==> src/rtl/bus_arbiter_rr.sv <==
// Round-robin arbiter funnelling NUM_MASTERS bus masters onto one memory bus, grant held until ready_in.
// Optional bus timeout fault enabled by defining BUS_ARBITER_TIMEOUT_EN.
module bus_arbiter_rr #(
    parameter int NUM_MASTERS    = 3,
    parameter int ADDR_WIDTH     = 32,
    parameter int DATA_WIDTH     = 32,
    parameter int TIMEOUT_CYCLES = 256
) (
    input  logic                                  clk,
    input  logic                                  reset_n,
    input  logic                                  ce_i,
    input  logic [NUM_MASTERS*ADDR_WIDTH-1:0]     m_address_in,
    input  logic [NUM_MASTERS-1:0]                m_read_in,
    input  logic [NUM_MASTERS-1:0]                m_write_in,
    input  logic [NUM_MASTERS*DATA_WIDTH/8-1:0]   m_write_mask_in,
    input  logic [NUM_MASTERS*DATA_WIDTH-1:0]     m_write_value_in,
    output logic [DATA_WIDTH-1:0]                 m_read_value_out,
    output logic [NUM_MASTERS-1:0]                m_ready_out,
    output logic [NUM_MASTERS-1:0]                m_fault_out,
    output logic [ADDR_WIDTH-1:0]                 address_out,
    output logic                                  read_out,
    output logic                                  write_out,
    output logic [DATA_WIDTH/8-1:0]               write_mask_out,
    output logic [DATA_WIDTH-1:0]                 write_value_out,
    input  logic [DATA_WIDTH-1:0]                 read_value_in,
    input  logic                                  ready_in,
    input  logic                                  fault_in,
    output logic [NUM_MASTERS-1:0]                grant_out,
    output logic                                  busy_out
);

    localparam int IDX_W  = $clog2(NUM_MASTERS);
    localparam int MASK_W = DATA_WIDTH / 8;

    typedef enum logic {IDLE, BUSY} state_e;

    state_e               state_q, state_d;
    logic [IDX_W-1:0]     last_grant_q, last_grant_d;
    logic [IDX_W-1:0]     owner_q, owner_d;

    logic [NUM_MASTERS-1:0] req;
    logic                   arb_valid;
    logic [IDX_W-1:0]       arb_idx;
    int                     cand;
    logic [IDX_W-1:0]       cand_idx;
    logic                   sel_valid;
    logic [IDX_W-1:0]       sel_idx;
    logic [NUM_MASTERS-1:0] grant_oh;
    logic                   timeout;

`ifdef BUS_ARBITER_TIMEOUT_EN
    localparam int CNT_W = $clog2(TIMEOUT_CYCLES + 1);
    logic [CNT_W-1:0] cnt_q, cnt_d;

    assign timeout = (state_q == BUSY) && req[owner_q] && !ready_in && ce_i &&
                     (cnt_q == CNT_W'(TIMEOUT_CYCLES - 1));
`else
    logic unused_timeout_cfg;

    assign unused_timeout_cfg = ^TIMEOUT_CYCLES;
    assign timeout            = 1'b0;
`endif

    // Rotating priority scan starting just after the last completed grantee.
    always_comb begin
        req       = m_read_in | m_write_in;
        arb_valid = 1'b0;
        arb_idx   = '0;
        cand      = 0;
        cand_idx  = '0;
        for (int k = 1; k <= NUM_MASTERS; k++) begin
            cand     = (int'(last_grant_q) + k) % NUM_MASTERS;
            cand_idx = IDX_W'(cand);
            if (!arb_valid && req[cand_idx]) begin
                arb_valid = 1'b1;
                arb_idx   = cand_idx;
            end
        end
        sel_idx   = (state_q == BUSY) ? owner_q : arb_idx;
        sel_valid = (state_q == BUSY) ? req[owner_q] : arb_valid;
        grant_oh  = NUM_MASTERS'(1) << sel_idx;
    end

    always_comb begin
        m_read_value_out = reset_n ? read_value_in : '0;
        m_ready_out      = '0;
        m_fault_out      = '0;
        address_out      = '0;
        read_out         = 1'b0;
        write_out        = 1'b0;
        write_mask_out   = '0;
        write_value_out  = '0;
        grant_out        = '0;
        busy_out         = reset_n && (state_q == BUSY);
        if (reset_n && sel_valid) begin
            address_out     = m_address_in[sel_idx*ADDR_WIDTH +: ADDR_WIDTH];
            read_out        = m_read_in[sel_idx] && !timeout;
            write_out       = m_write_in[sel_idx] && !timeout;
            write_mask_out  = m_write_mask_in[sel_idx*MASK_W +: MASK_W];
            write_value_out = m_write_value_in[sel_idx*DATA_WIDTH +: DATA_WIDTH];
            grant_out       = grant_oh;
            m_ready_out     = grant_oh & {NUM_MASTERS{ready_in | timeout}};
            m_fault_out     = grant_oh & {NUM_MASTERS{(ready_in & fault_in) | timeout}};
        end
    end

    always_comb begin
        state_d      = state_q;
        last_grant_d = last_grant_q;
        owner_d      = owner_q;
`ifdef BUS_ARBITER_TIMEOUT_EN
        cnt_d        = cnt_q;
`endif
        if (ce_i) begin
            case (state_q)
                IDLE: begin
                    if (arb_valid) begin
                        if (ready_in) begin
                            last_grant_d = arb_idx;
                        end else begin
                            owner_d = arb_idx;
                            state_d = BUSY;
`ifdef BUS_ARBITER_TIMEOUT_EN
                            cnt_d   = '0;
`endif
                        end
                    end
                end
                BUSY: begin
                    // A grantee that withdraws abandons the transfer without earning the last_grant slot.
                    if (!req[owner_q]) begin
                        state_d = IDLE;
                    end else if (ready_in || timeout) begin
                        state_d      = IDLE;
                        last_grant_d = owner_q;
                    end else begin
`ifdef BUS_ARBITER_TIMEOUT_EN
                        cnt_d = cnt_q + CNT_W'(1);
`endif
                    end
                end
            endcase
        end
    end

    always_ff @(posedge clk or negedge reset_n) begin
        if (!reset_n) begin
            state_q      <= IDLE;
            last_grant_q <= IDX_W'(NUM_MASTERS - 1);
            owner_q      <= '0;
`ifdef BUS_ARBITER_TIMEOUT_EN
            cnt_q        <= '0;
`endif
        end else begin
            state_q      <= state_d;
            last_grant_q <= last_grant_d;
            owner_q      <= owner_d;
`ifdef BUS_ARBITER_TIMEOUT_EN
            cnt_q        <= cnt_d;
`endif
        end
    end

endmodule
==> config.mk <==
export PLATFORM = sky130hd
export DESIGN_NAME = bus_arbiter_rr
export DESIGN_NICKNAME = d
export VERILOG_FILES = /design/src/rtl/bus_arbiter_rr.sv
export SDC_FILE = /design/constraint.sdc
export NUM_CORES = 1
export LEC_CHECK = 0
export CORE_AREA = 5 5 138 140
export DETAILED_ROUTE_END_ITERATION = 12
export DIE_AREA = 0 0 143 145
export HOLD_SLACK_MARGIN = 0.06
export PLACE_DENSITY = 0.66
export SYNTH_ARGS = -nofsm -noshare
export SYNTH_HDL_FRONTEND = slang
export SYNTH_SLANG_ARGS = --single-unit
export TNS_END_PERCENT = 30
==> constraint.sdc <==
create_clock -name clk -period 3.5 [get_ports clk]
set_input_delay 0.875 -clock clk [delete_from_list [all_inputs] [get_ports clk]]
set_output_delay 0.875 -clock clk [all_outputs]
set_load 0.03 [all_outputs]
==> impl_metrics.py <==
metrics = {
    "power": {
        "power.density_mw_per_mm2": 919,
        "p_clk_share_pct": 2.7,
        "pwr-share-seq_pct": 1.8,
        "switching_share_pct": 46.3,
        "internal_power_w": 0.00370,
        "finalPower_w": 0.00689,
        "vdd_drop_max_uv": 458,
        "p_leak_nw": 3.19,
        "p_comb_share_pct": 95.5,
        "p_switching_w": 0.00319,
    },
    "floorplan": {
        "std_cell_rows": 49,
        "core_area_mm2": 0.0177,
        "die_y_um": 145,
        "die_area_mm2": 0.0207,
        "die_w_um": 143,
        "io_pins": 359,
        "initial_core_util_pct": 14.2,
    },
    "yosys": {
        "synth.distinct_cells": 37,
        "synth-edff-count": 0,
        "avgSynthCellArea_um2": 9.05,
        "syn-num-nets": 529,
        "ys.flop_type": "dfrtp_1",
        "synth_seq_cells": 5,
        "synth_top_cell_area_share_pct": 27.0,
        "synthCells": 279,
        "synth_area_leader_cell": "a32o_1",
        "synth-async-reset-ratio_pct": 100,
        "netlist_top_cells_area": "a32o_1, mux2_1, mux2_2, and2_1, mux2_4",
        "ys_seq_area_share_pct": 5.01,
        "yosysWarningCount": 0,
        "syn_area_mm2": 0.00252,
    },
    "sta": {
        "fin_skew_ns": 0.00162,
        "period_needed_ns": 3.73,
        "tightestPinTransition_ns": 0.365,
        "slew_viol_final": 0,
        "finalCritPeriodShare_pct": 107,
        "fmax_mhz": 268,
        "hold_violations": 0,
        "setup_viol": 75,
        "rsz0062_at_grt": "true",
        "worst_slack_ns": -0.229,
        "slew_headroom_pct": 75.5,
    },
    "worst_setup_path": {
        "slowest_delay_ns": 0.57,
        "r2r-end": "last_grant_q[1]",
        "slowest_stage": "dfstp_2",
        "endpoint_kind": "output port",
        "path_delay_family": "simple AND/OR/NAND/NOR gates",
        "arrival_ns": 2.85,
        "cp_num_buf_inv": 5,
        "crit_path_end": "address_out[29]",
        "startpoint_type": "flip-flop",
        "rrSetupSlack_ns": 1.25,
        "crit_top_cell": "buf_6",
        "cp_num_cells": 11,
        "setup.worst_path.start": "last_grant_q[1]",
        "reg2reg_depth": 9,
        "crit_required_ns": 2.62,
        "cp_max_fo": 7,
        "crit_type": "reg -> out",
        "crit_chain": "ha_4 -> inv_2 -> or3_4 -> nor3b_4 -> o22ai_4 -> buf_6 -> clkbuf_16 -> buf_12 -> mux2_4 -> a32o_1 -> buf_6",
        "r2r_start": "last_grant_q[1]",
    },
    "place": {
        "routabilityCongestion": 0.874,
        "io_buffers": 358,
        "placed_area_mm2": 0.00632,
        "dp_hpwl_mm": 12.7,
    },
    "layout": {
        "multiInputGateArea_mm2": 0.00249,
        "regArea_um2": 126,
        "area_growth_pct": 197,
        "postLayoutCellArea_mm2": 0.00749,
        "drive_gt1_share_pct": 42.1,
        "n_antenna_cell": 0,
        "fin_nets": 913,
        "n_fill_cell": 1711,
    },
    "route": {
        "initialDrtViolationCount": 224,
        "vias": 4109,
        "avgViaCountPerCell": 4.61,
        "dr.pass1.iters": 5,
        "wl_per_cell_um": 19.9,
        "postRouteWirelength_mm": 17.7,
        "drcViolationCount": 0,
        "ant_nets": 0,
    },
    "status": {
        "status": "complete, but fails checks",
        "violations": "negative setup slack",
    },
    "clock_network": {
        "cts.sinks": 5,
        "numCtsBuffers": 3,
        "cts_buffer_depth": 2,
        "tritoncts": "built",
        "root_buffer": "clkbuf_16",
        "clock_latency_ns": 0.23,
        "path_clk_slew_ns": 0.03,
        "htree_levels": 1,
    },
    "grt": {
        "grt_pass1_wl_mm": 24.0,
        "first_global_vias": 4106,
        "grt_use_total_pct": 14.5,
        "antenna_found_initial": 1,
        "grt-ovfl-total": 0,
        "grt_max_degree": 39,
    },
    "min_path": {
        "worstHoldPathType": "reg -> reg",
    },
    "job": {
        "drv_cap": 0,
    },
}
-- cell type report --
| class | count | area share, % |
|---|---|---|
| clock buffers | 4 | 1.05 |
| repair buffers | 414 | 60.0 |
| inverters | 4 | 0.234 |
| well taps | 229 | 3.82 |
| flip-flops and latches | 5 | 1.69 |
| multi-input cells | 235 | 33.2 |
-- layout by cell type, fill, tap and decap left out, types with 3 or more instances in the layout --
cell | netlist | layout
buf_16 | 0 | 8
dfrtp_1 | 4 | 4
buf_6 | 9 | 72
and2_1 | 36 | 34
nand2_1 | 4 | 3
o22ai_4 | 0 | 3
ha_4 | 0 | 3
buf_12 | 0 | 18
mux2_2 | 26 | 16
nor2_1 | 9 | 6
clkdlybuf4s50_1 | 0 | 240
buf_4 | 0 | 64
clkbuf_16 | 0 | 9
mux2_1 | 34 | 22
nor2_4 | 0 | 3
mux2_4 | 10 | 32
buf_2 | 15 | 3
o21ai_1 | 0 | 4
a32o_2 | 0 | 21
mux2i_1 | 5 | 5
a32o_1 | 68 | 47
-- kinds of logic (layout without fill, tap and decap cells) --
| group | count (synthesis) | after routing | share of synthesized area, % |
|---|---|---|---|
| AOI/OAI and AO/OA | 86 | 86 | 32.3 |
| muxes | 75 | 75 | 34.7 |
| and+or+nand+nor | 71 | 71 | 17.3 |
| buffers and inverters | 39 | 422 | 9.22 |
| DFF | 5 | 5 | 5.01 |
| adders and majority gates | 3 | 3 | 1.49 |
-- registers in the layout, indices dropped and copies added (netlist names) --
register,cells
last_grant_q,2
state_q,1
owner_q,2
-- power groups by stage --
| stage | logic [W] | registers, W | clock network, W |
|---|---|---|---|
| after global placement | 0.00481 | 0.000113 | 0 |
| after detailed placement | 0.00480 | 0.000113 | 0 |
| after global routing | 0.00686 | 0.000127 | 0.000197 |
| final | 0.00658 | 0.000124 | 0.000187 |
| after CTS | 0.00610 | 0.000116 | 0.000191 |
| after floorplan | 0.00301 | 0.000104 | 0 |
-- metrics by stage --
step / setup WS, ns / std cells / util [%] / hold slack, ns / setup TNS [ns]
2_1_floorplan: -0.0546 / 279 / - / 0.495 / -0.110
3_3_place_gp: -0.656 / 856 / 35.7 / 0.520 / -42.06
3_5_place_dp: -0.678 / 856 / 35.7 / 0.527 / -43.25
4_1_cts: -0.237 / 876 / 40.1 / 0.563 / -10.28
5_1_grt: -0.279 / 891 / 42.3 / 0.555 / -17.90
6_report: -0.229 / 891 / 42.3 / 0.544 / -12.05
-- cells in the mapped netlist (2+ instances only) --
library cell	number
a32o_1	68
and2_1	36
mux2_1	34
mux2_2	26
buf_2	15
clkbuf_1	11
mux2_4	10
buf_6	9
nor2_1	9
mux2i_1	5
o21ai_0	5
and3_1	4
dfrtp_1	4
nand2_1	4
a211oi_1	3
ha_1	3
inv_1	3
nor2b_1	3
nor3_1	3
a21oi_1	2
nand3_1	2
nand4_1	2
nor3b_1	2
nor3b_2	2
o22ai_1	2
-- routing by layer --
layer | GRT usage [%] | share of wire, % | wire [um] | up-vias
li1 | - | - | - | 1915
met1 | 17.4 | 39 | 6840 | 1939
met2 | 26.5 | 50 | 8900 | 235
met3 | 3.32 | 10 | 1800 | 18
met4 | 1.90 | 0.98 | 173 | 2
met5 | 0 | 0.073 | 13 | -
-- how the worst min path moves through the flow --
stage	from	endpoint	slack (ns)	cells after the start
after floorplan	last_grant_q[1]	last_grant_q[1]	0.50	2
final	last_grant_q[1]	last_grant_q[1]	0.54	2
after CTS	last_grant_q[1]	last_grant_q[1]	0.56	2
after detailed placement	last_grant_q[1]	last_grant_q[1]	0.53	2
after global routing	last_grant_q[1]	last_grant_q[1]	0.56	2
after global placement	last_grant_q[1]	last_grant_q[1]	0.52	2
-- tightest hold or removal path, stage by stage (launching register included) --
cell and delay, ns:
dfstp_2 0.39, inv_4 0.08, mux2i_1 0.07
-- timing repair --
item	in CTS	in global routing
hold buffers	0	0
setup endpoints to repair	79	79
gates cloned	7	7
setup buffers	9	9
resized for setup	138	55
pin swaps	13	9
No activity file was read; power rests on OpenSTA's default activity.
